File: src/rtl/exe_cmd_pkg.sv
// Shared ALU command encodings and STATUS bit positions for the control unit and execute stage.
package exe_cmd_pkg;

  typedef enum logic [3:0] {
    CmdNop = 4'b0000,
    CmdMov = 4'b0001,
    CmdAdd = 4'b0010,
    CmdAdc = 4'b0011,
    CmdSub = 4'b0100,
    CmdSbc = 4'b0101,
    CmdAnd = 4'b0110,
    CmdOrr = 4'b0111,
    CmdEor = 4'b1000,
    CmdMvn = 4'b1001
  } exe_cmd_e;

  localparam int unsigned FlagN = 3;
  localparam int unsigned FlagZ = 2;
  localparam int unsigned FlagC = 1;
  localparam int unsigned FlagV = 0;

  // Only the codes above (except NOP) produce a result and may update flags.
  function automatic logic is_legal_cmd(input logic [3:0] cmd);
    return (cmd >= 4'd1) && (cmd <= 4'd9);
  endfunction

endpackage

File: src/rtl/alu_core.sv
// Combinational ALU: result plus next NZCV; C and V pass through for logical ops and moves.
module alu_core
  import exe_cmd_pkg::*;
#(
  parameter int unsigned DATA_W = 32
) (
  input  logic [DATA_W-1:0] i_a,
  input  logic [DATA_W-1:0] i_b,
  input  logic [3:0]        i_cmd,
  input  logic [3:0]        i_nzcv,   // current flags; C is the carry-in
  output logic [DATA_W-1:0] o_res,
  output logic [3:0]        o_nzcv
);

  logic [DATA_W:0]   w_ext;
  logic              w_cin;
  logic              w_c;
  logic              w_v;
  logic [DATA_W-1:0] w_res;

  // Decode the command and compute result, carry and overflow at DATA_W+1 bits.
  always_comb begin
    w_ext = '0;
    w_cin = 1'b0;
    w_res = '0;
    w_c   = i_nzcv[FlagC];
    w_v   = i_nzcv[FlagV];
    case (i_cmd)
      CmdMov: w_res = i_b;
      CmdMvn: w_res = ~i_b;
      CmdAdd, CmdAdc: begin
        w_cin = (i_cmd == CmdAdc) ? i_nzcv[FlagC] : 1'b0;
        w_ext = {1'b0, i_a} + {1'b0, i_b} + {{DATA_W{1'b0}}, w_cin};
        w_res = w_ext[DATA_W-1:0];
        w_c   = w_ext[DATA_W];
        w_v   = (i_a[DATA_W-1] == i_b[DATA_W-1]) && (w_res[DATA_W-1] != i_a[DATA_W-1]);
      end
      CmdSub, CmdSbc: begin
        // SBC subtracts the inverted carry as a borrow.
        w_cin = (i_cmd == CmdSbc) ? ~i_nzcv[FlagC] : 1'b0;
        w_ext = {1'b0, i_a} - {1'b0, i_b} - {{DATA_W{1'b0}}, w_cin};
        w_res = w_ext[DATA_W-1:0];
        w_c   = ~w_ext[DATA_W];
        w_v   = (i_a[DATA_W-1] != i_b[DATA_W-1]) && (w_res[DATA_W-1] != i_a[DATA_W-1]);
      end
      CmdAnd: w_res = i_a & i_b;
      CmdOrr: w_res = i_a | i_b;
      CmdEor: w_res = i_a ^ i_b;
      default: w_res = '0;
    endcase
  end

  assign o_res         = w_res;
  assign o_nzcv[FlagN] = w_res[DATA_W-1];
  assign o_nzcv[FlagZ] = (w_res == '0);
  assign o_nzcv[FlagC] = w_c;
  assign o_nzcv[FlagV] = w_v;

endmodule

File: src/rtl/execute_stage.sv
// Execute stage: ALU, branch target adder, NZCV register and the EX/MEM pipeline register.
module execute_stage
  import exe_cmd_pkg::*;
#(
  parameter int unsigned DATA_W = 32,
  parameter int unsigned IMM_W  = 24
) (
  input  logic              i_clk,
  input  logic              i_rst_n,
  input  logic              i_freeze,
  input  logic              i_flush,
  input  logic              i_valid_in,
  input  logic [3:0]        i_exe_cmd,
  input  logic              i_s,
  input  logic              i_b,
  input  logic              i_mem_r_en,
  input  logic              i_mem_w_en,
  input  logic              i_wb_en,
  input  logic [DATA_W-1:0] i_val_rn,
  input  logic [DATA_W-1:0] i_val_op2,
  input  logic [DATA_W-1:0] i_val_rm,
  input  logic [3:0]        i_dest,
  input  logic [DATA_W-1:0] i_pc_in,
  input  logic [IMM_W-1:0]  i_imm24,
  output logic              o_valid_out,
  output logic [DATA_W-1:0] o_alu_res,
  output logic [DATA_W-1:0] o_st_val,
  output logic [3:0]        o_dest_out,
  output logic              o_wb_en_out,
  output logic              o_mem_r_en_out,
  output logic              o_mem_w_en_out,
  output logic              o_br_taken,
  output logic [DATA_W-1:0] o_br_addr,
  output logic [3:0]        o_status
);

  logic [3:0]        r_status;
  logic              r_valid;
  logic              r_wb_en;
  logic              r_mem_r_en;
  logic              r_mem_w_en;
  logic              r_br_taken;
  logic [DATA_W-1:0] r_alu_res;
  logic [DATA_W-1:0] r_st_val;
  logic [DATA_W-1:0] r_br_addr;
  logic [3:0]        r_dest;

  logic [DATA_W-1:0] w_alu_res;
  logic [3:0]        w_nzcv;
  logic [DATA_W-1:0] w_imm_ext;
  logic [DATA_W-1:0] w_br_addr;
  logic              w_bubble;
  logic              w_load;
  logic              w_flag_en;

  alu_core #(
    .DATA_W(DATA_W)
  ) u_alu_core (
    .i_a    (i_val_rn),
    .i_b    (i_val_op2),
    .i_cmd  (i_exe_cmd),
    .i_nzcv (r_status),
    .o_res  (w_alu_res),
    .o_nzcv (w_nzcv)
  );

  assign w_imm_ext = {{(DATA_W - IMM_W){i_imm24[IMM_W-1]}}, i_imm24};
  assign w_br_addr = i_pc_in + (w_imm_ext << 2);

  // A bubble (flush or invalid input) overrides freeze; freeze alone holds everything.
  assign w_bubble  = i_flush | ~i_valid_in;
  assign w_load    = ~w_bubble & ~i_freeze;
  // Memory ops reuse S as the L bit, so they never touch the flags.
  assign w_flag_en = i_valid_in & i_s & ~i_b & ~i_mem_r_en & ~i_mem_w_en &
                     is_legal_cmd(i_exe_cmd) & ~i_freeze & ~i_flush;

  // Status register: updated only by valid, flag-setting ALU instructions.
  always_ff @(posedge i_clk) begin
    if (!i_rst_n) begin
      r_status <= '0;
    end else if (w_flag_en) begin
      r_status <= w_nzcv;
    end
  end

  // EX/MEM control bits: cleared by a bubble, held by freeze.
  always_ff @(posedge i_clk) begin
    if (!i_rst_n) begin
      r_valid    <= 1'b0;
      r_wb_en    <= 1'b0;
      r_mem_r_en <= 1'b0;
      r_mem_w_en <= 1'b0;
      r_br_taken <= 1'b0;
    end else if (w_bubble) begin
      r_valid    <= 1'b0;
      r_wb_en    <= 1'b0;
      r_mem_r_en <= 1'b0;
      r_mem_w_en <= 1'b0;
      r_br_taken <= 1'b0;
    end else if (!i_freeze) begin
      r_valid    <= 1'b1;
      r_wb_en    <= i_wb_en;
      r_mem_r_en <= i_mem_r_en;
      r_mem_w_en <= i_mem_w_en;
      r_br_taken <= i_b;
    end
  end

  // EX/MEM data fields: only loaded by a real, unfrozen instruction.
  always_ff @(posedge i_clk) begin
    if (!i_rst_n) begin
      r_alu_res <= '0;
      r_st_val  <= '0;
      r_br_addr <= '0;
      r_dest    <= '0;
    end else if (w_load) begin
      r_alu_res <= w_alu_res;
      r_st_val  <= i_val_rm;
      r_br_addr <= w_br_addr;
      r_dest    <= i_dest;
    end
  end

  assign o_valid_out    = r_valid;
  assign o_alu_res      = r_alu_res;
  assign o_st_val       = r_st_val;
  assign o_dest_out     = r_dest;
  assign o_wb_en_out    = r_wb_en;
  assign o_mem_r_en_out = r_mem_r_en;
  assign o_mem_w_en_out = r_mem_w_en;
  assign o_br_taken     = r_br_taken;
  assign o_br_addr      = r_br_addr;
  assign o_status       = r_status;

endmodule
File: config.mk
export PLATFORM = sky130hd
export DESIGN_NAME = execute_stage
export DESIGN_NICKNAME = d
export VERILOG_FILES = /design/src/rtl/exe_cmd_pkg.sv /design/src/rtl/alu_core.sv /design/src/rtl/execute_stage.sv
export SDC_FILE = /design/constraint.sdc
export NUM_CORES = 1
export LEC_CHECK = 0
export ABC_AREA = 1
export BUFFER_PORTS_ARGS = -buffer_cell sky130_fd_sc_hd__buf_4
export CORE_MARGIN = 2
export CORE_UTILIZATION = 43
export CTS_BUF_LIST = sky130_fd_sc_hd__clkbuf_16
export DETAILED_ROUTE_END_ITERATION = 7
export GPL_TIMING_DRIVEN = 0
export HOLD_SLACK_MARGIN = 0.15
export PLACE_DENSITY = 0.74
export SYNTH_ARGS = -nofsm -noshare
export SYNTH_HDL_FRONTEND = slang
export SYNTH_SLANG_ARGS = --single-unit
File: constraint.sdc
create_clock -name i_clk -period 6.4 [get_ports i_clk]
set_clock_uncertainty 0.05 [all_clocks]
set_input_delay 1.28 -clock i_clk [delete_from_list [all_inputs] [get_ports i_clk]]
set_output_delay 1.28 -clock i_clk [all_outputs]
set_load 0.05 [all_outputs]
==> flow_metrics.tcl <==
set metrics [dict create \
    hold_buffers 0 \
    cts_sinks 109 \
    initial_core_util 0.4336 \
    num-fill-cells 3059 \
    min_from "o_br_taken" \
    yosys_warnings 0 \
    rows 63 \
    p_comb_frac 0.491 \
    synthToLayoutAreaGrowth_pct 22.54 \
    hold_class "register to register" \
    synth_nets 2511 \
    dpl.hpwl_um 41930 \
    syn_area_per_cell_um2 5.846 \
    grt.total_usage 0.3081 \
    avgViaCountPerCell 5.362 \
    grt_pass1_vias 13841 \
    tightest_slew_ns 0.7888 \
    diodes 0 \
    drt_wl_total_um 49830 \
    layout-drive-gt1-share 0.1399 \
    initialDrtViolationCount 1404 \
    h-tree-depth 3 \
    die_w_um 176.2 \
    relSlewSlack 0.4736 \
    switching_share 0.4398 \
    io_buffers 277 \
    crit_start "i_exe_cmd[1]" \
    crit_type "input port to register" \
    crit_path_start_kind "input port" \
    fin_util 0.5314 \
    avgRoutedWirePerCell_um 17.40 \
    drc 0 \
    setup_ws_ns 1.534 \
    place.gp.congestion 1.031 \
    drt_first_pass_iters 6 \
    cts_buffers 9 \
    die_area_um2 31040 \
    period_share 0.7604 \
    critPathArrivalTime_ns 5.11 \
    synth_seq_cells 109 \
    timing.final.hold_violations 0 \
    ios 279 \
    fin_crit_ns 4.866 \
    setup_tns_ns 0 \
    mostFrequentLayoutCells "nand2_1, inv_1, nor2_1, buf_4, ha_1" \
    ys_seq_area_frac 0.1711 \
    final_nets 2799 \
    cts_root_buf "clkbuf_16" \
    die_y_um 176.2 \
    p_leak_nw 8.657 \
    grt_max_degree 20 \
    setup_violations 0 \
    status "finished, final reports clean" \
    core-area_um2 29400 \
    power_frac_seq 0.283 \
    critPathMaxFanout 7 \
    fmax_ghz 0.2055 \
    powerDensity_nw_per_um2 165.5 \
    synth_area_um2 12750 \
    antenna_left 0 \
    synthCells 2181 \
    switchingPower_w 0.001137 \
    critPathRequiredTime_ns 6.64 \
    power_frac_clock 0.226 \
    cts_tree "built" \
    cap_viol_max_count 0 \
    drv_slew 0 \
    pre_cts_ws_ns 1.252 \
    final_common_cell "nand2_1" \
    clockBufferDepth 2 \
    antenna_found_initial 0 \
    synth_edf_count 0 \
    ir_drop_mv 0.1308 \
    ys_types 46 \
    post_cts_buffers 0 \
    clk_pin_slew_ns 0.08 \
    clkLatencyLatePin_ns 0.36 \
    timing.rr.start "o_status[1]" \
    p_int_w 0.001448 \
    grt_pass1_wl_um 75130 \
    end_kind "register" \
    grt.overflow.total 0 \
    synth-async-reset-ratio 0 \
    rsz0062_at_grt "no" \
    cts-resized-gates 0 \
    synth_flop_cell "dfxtp_1" \
    vias 15358 \
]
## layer usage
| layer | part of all wire | routed length, um | vias up | track usage |
|---|---|---|---|---|
| met5 | 0 | 0 | - | 0 |
| met2 | 0.45 | 22330 | 674 | 0.5046 |
| met4 | 0.038 | 1910 | 0 | 0.1074 |
| met3 | 0.074 | 3689 | 114 | 0.04242 |
| li1 | - | - | 7579 | - |
| met1 | 0.44 | 21910 | 6991 | 0.4145 |
## layout make-up
cell class	instances	area (um^2)	area share
clock inverters	7	81.33	0.005205
inverters	385	1445	0.09250
plain buffers	51	247.7	0.01586
well taps	390	488.0	0.03123
clock buffers	9	225.2	0.01442
flip-flops and latches	109	2182	0.1397
multi-input cells	1636	8875	0.5680
repair buffers	277	2079	0.1331
## worst paths after layout
| path | endpoint | depth (start not counted) | slack [ns] |
|---|---|---|---|
| setup / recovery | o_status[2] | 26 | 1.53 |
| hold reg to reg | o_br_taken | 2 | 0.42 |
| hold / removal | o_br_taken | 2 | 0.42 |
| setup reg to reg | o_status[2] | 23 | 2.33 |
## kinds of logic (layout without fill, tap and decap cells)
group | count (synthesis) | count (layout) | synth area share
AO/OA/AOI/OAI | 391 | 391 | 0.1745
XOR/XNOR | 20 | 20 | 0.01374
adder cells (fa/ha/maj) | 160 | 160 | 0.1600
buffers and inverters | 436 | 729 | 0.1328
flip-flops | 109 | 109 | 0.1711
AND/OR/NAND/NOR | 1065 | 1065 | 0.3479
## critical path: stages
cell     delay (ns)
buf_4          0.13
inv_1          0.07
nand2_1        0.09
nor3_1         0.22
fa_1           0.49
inv_1          0.07
ha_1           0.13
inv_1          0.04
nand2_1        0.13
inv_1          0.08
fa_1           0.40
nand2_1        0.12
nand2_1        0.07
nand2_2        0.11
nand2_1        0.08
nand2_1        0.16
nand2_1        0.08
nand3_1        0.10
nand2_1        0.07
nor2_1         0.28
nand3_1        0.13
nor2_1         0.18
nand3_1        0.12
nor2_1         0.10
nand3_1        0.19
a21oi_1        0.17
## synthesized netlist by cell type, types with 3 or more instances
cell type | count | area share
a211oi_1 | 16 | 0.0094
a21boi_0 | 4 | 0.0024
a21o_1 | 3 | 0.0018
a21oi_1 | 120 | 0.047
a31oi_1 | 7 | 0.0034
and2_1 | 4 | 0.0020
buf_1 | 3 | 0.00088
buf_2 | 12 | 0.0047
buf_6 | 5 | 0.0044
clkbuf_1 | 30 | 0.0088
dfxtp_1 | 109 | 0.17
fa_1 | 5 | 0.0079
ha_1 | 155 | 0.15
inv_1 | 378 | 0.11
inv_2 | 7 | 0.0021
nand2_1 | 531 | 0.16
nand2_2 | 13 | 0.0064
nand3_1 | 139 | 0.055
nand3b_1 | 15 | 0.0088
nand4_1 | 26 | 0.013
nor2_1 | 290 | 0.085
nor2_2 | 7 | 0.0034
nor3_1 | 27 | 0.011
nor4_1 | 4 | 0.0020
o211ai_1 | 15 | 0.0088
o21a_1 | 5 | 0.0029
o21ai_0 | 145 | 0.057
o21bai_1 | 23 | 0.014
o221ai_1 | 4 | 0.0027
o22ai_1 | 41 | 0.020
or2_2 | 3 | 0.0015
xnor2_1 | 9 | 0.0062
xor2_1 | 11 | 0.0076
## power groups by stage
stage               Sequential (W)  Combinational (W)  Clock, W
finish                    0.000731            0.00127  0.000585
global route              0.000734            0.00139  0.000628
CTS                       0.000730            0.00125  0.000591
detailed placement        0.000746            0.00124         0
global placement          0.000745            0.00123         0
floorplan                 0.000859           0.000717         0
## sequential cells by signal (all words and copies together), names as in the netlist
register,cells
o_br_taken,1
o_mem_w_en_out,1
o_alu_res,32
o_st_val,32
o_br_addr,32
o_wb_en_out,1
o_mem_r_en_out,1
o_valid_out,1
o_dest_out,4
o_status,4
## stage by stage
| step | cell area (um^2) | total power (W) | instances | hold WS (ns) |
|---|---|---|---|---|
| 2_1_floorplan | 12750 | 0.001576 | 2181 | 0.6211 |
| 3_3_place_gp | 15320 | 0.001977 | 2848 | 0.3979 |
| 3_5_place_dp | 15320 | 0.001989 | 2848 | 0.4051 |
| 4_1_cts | 15620 | 0.002571 | 2864 | 0.4161 |
| 5_1_grt | 15620 | 0.002756 | 2864 | 0.4437 |
| 6_report | 15620 | 0.002585 | 2864 | 0.4160 |
Power figures use the tool's default switching activity.
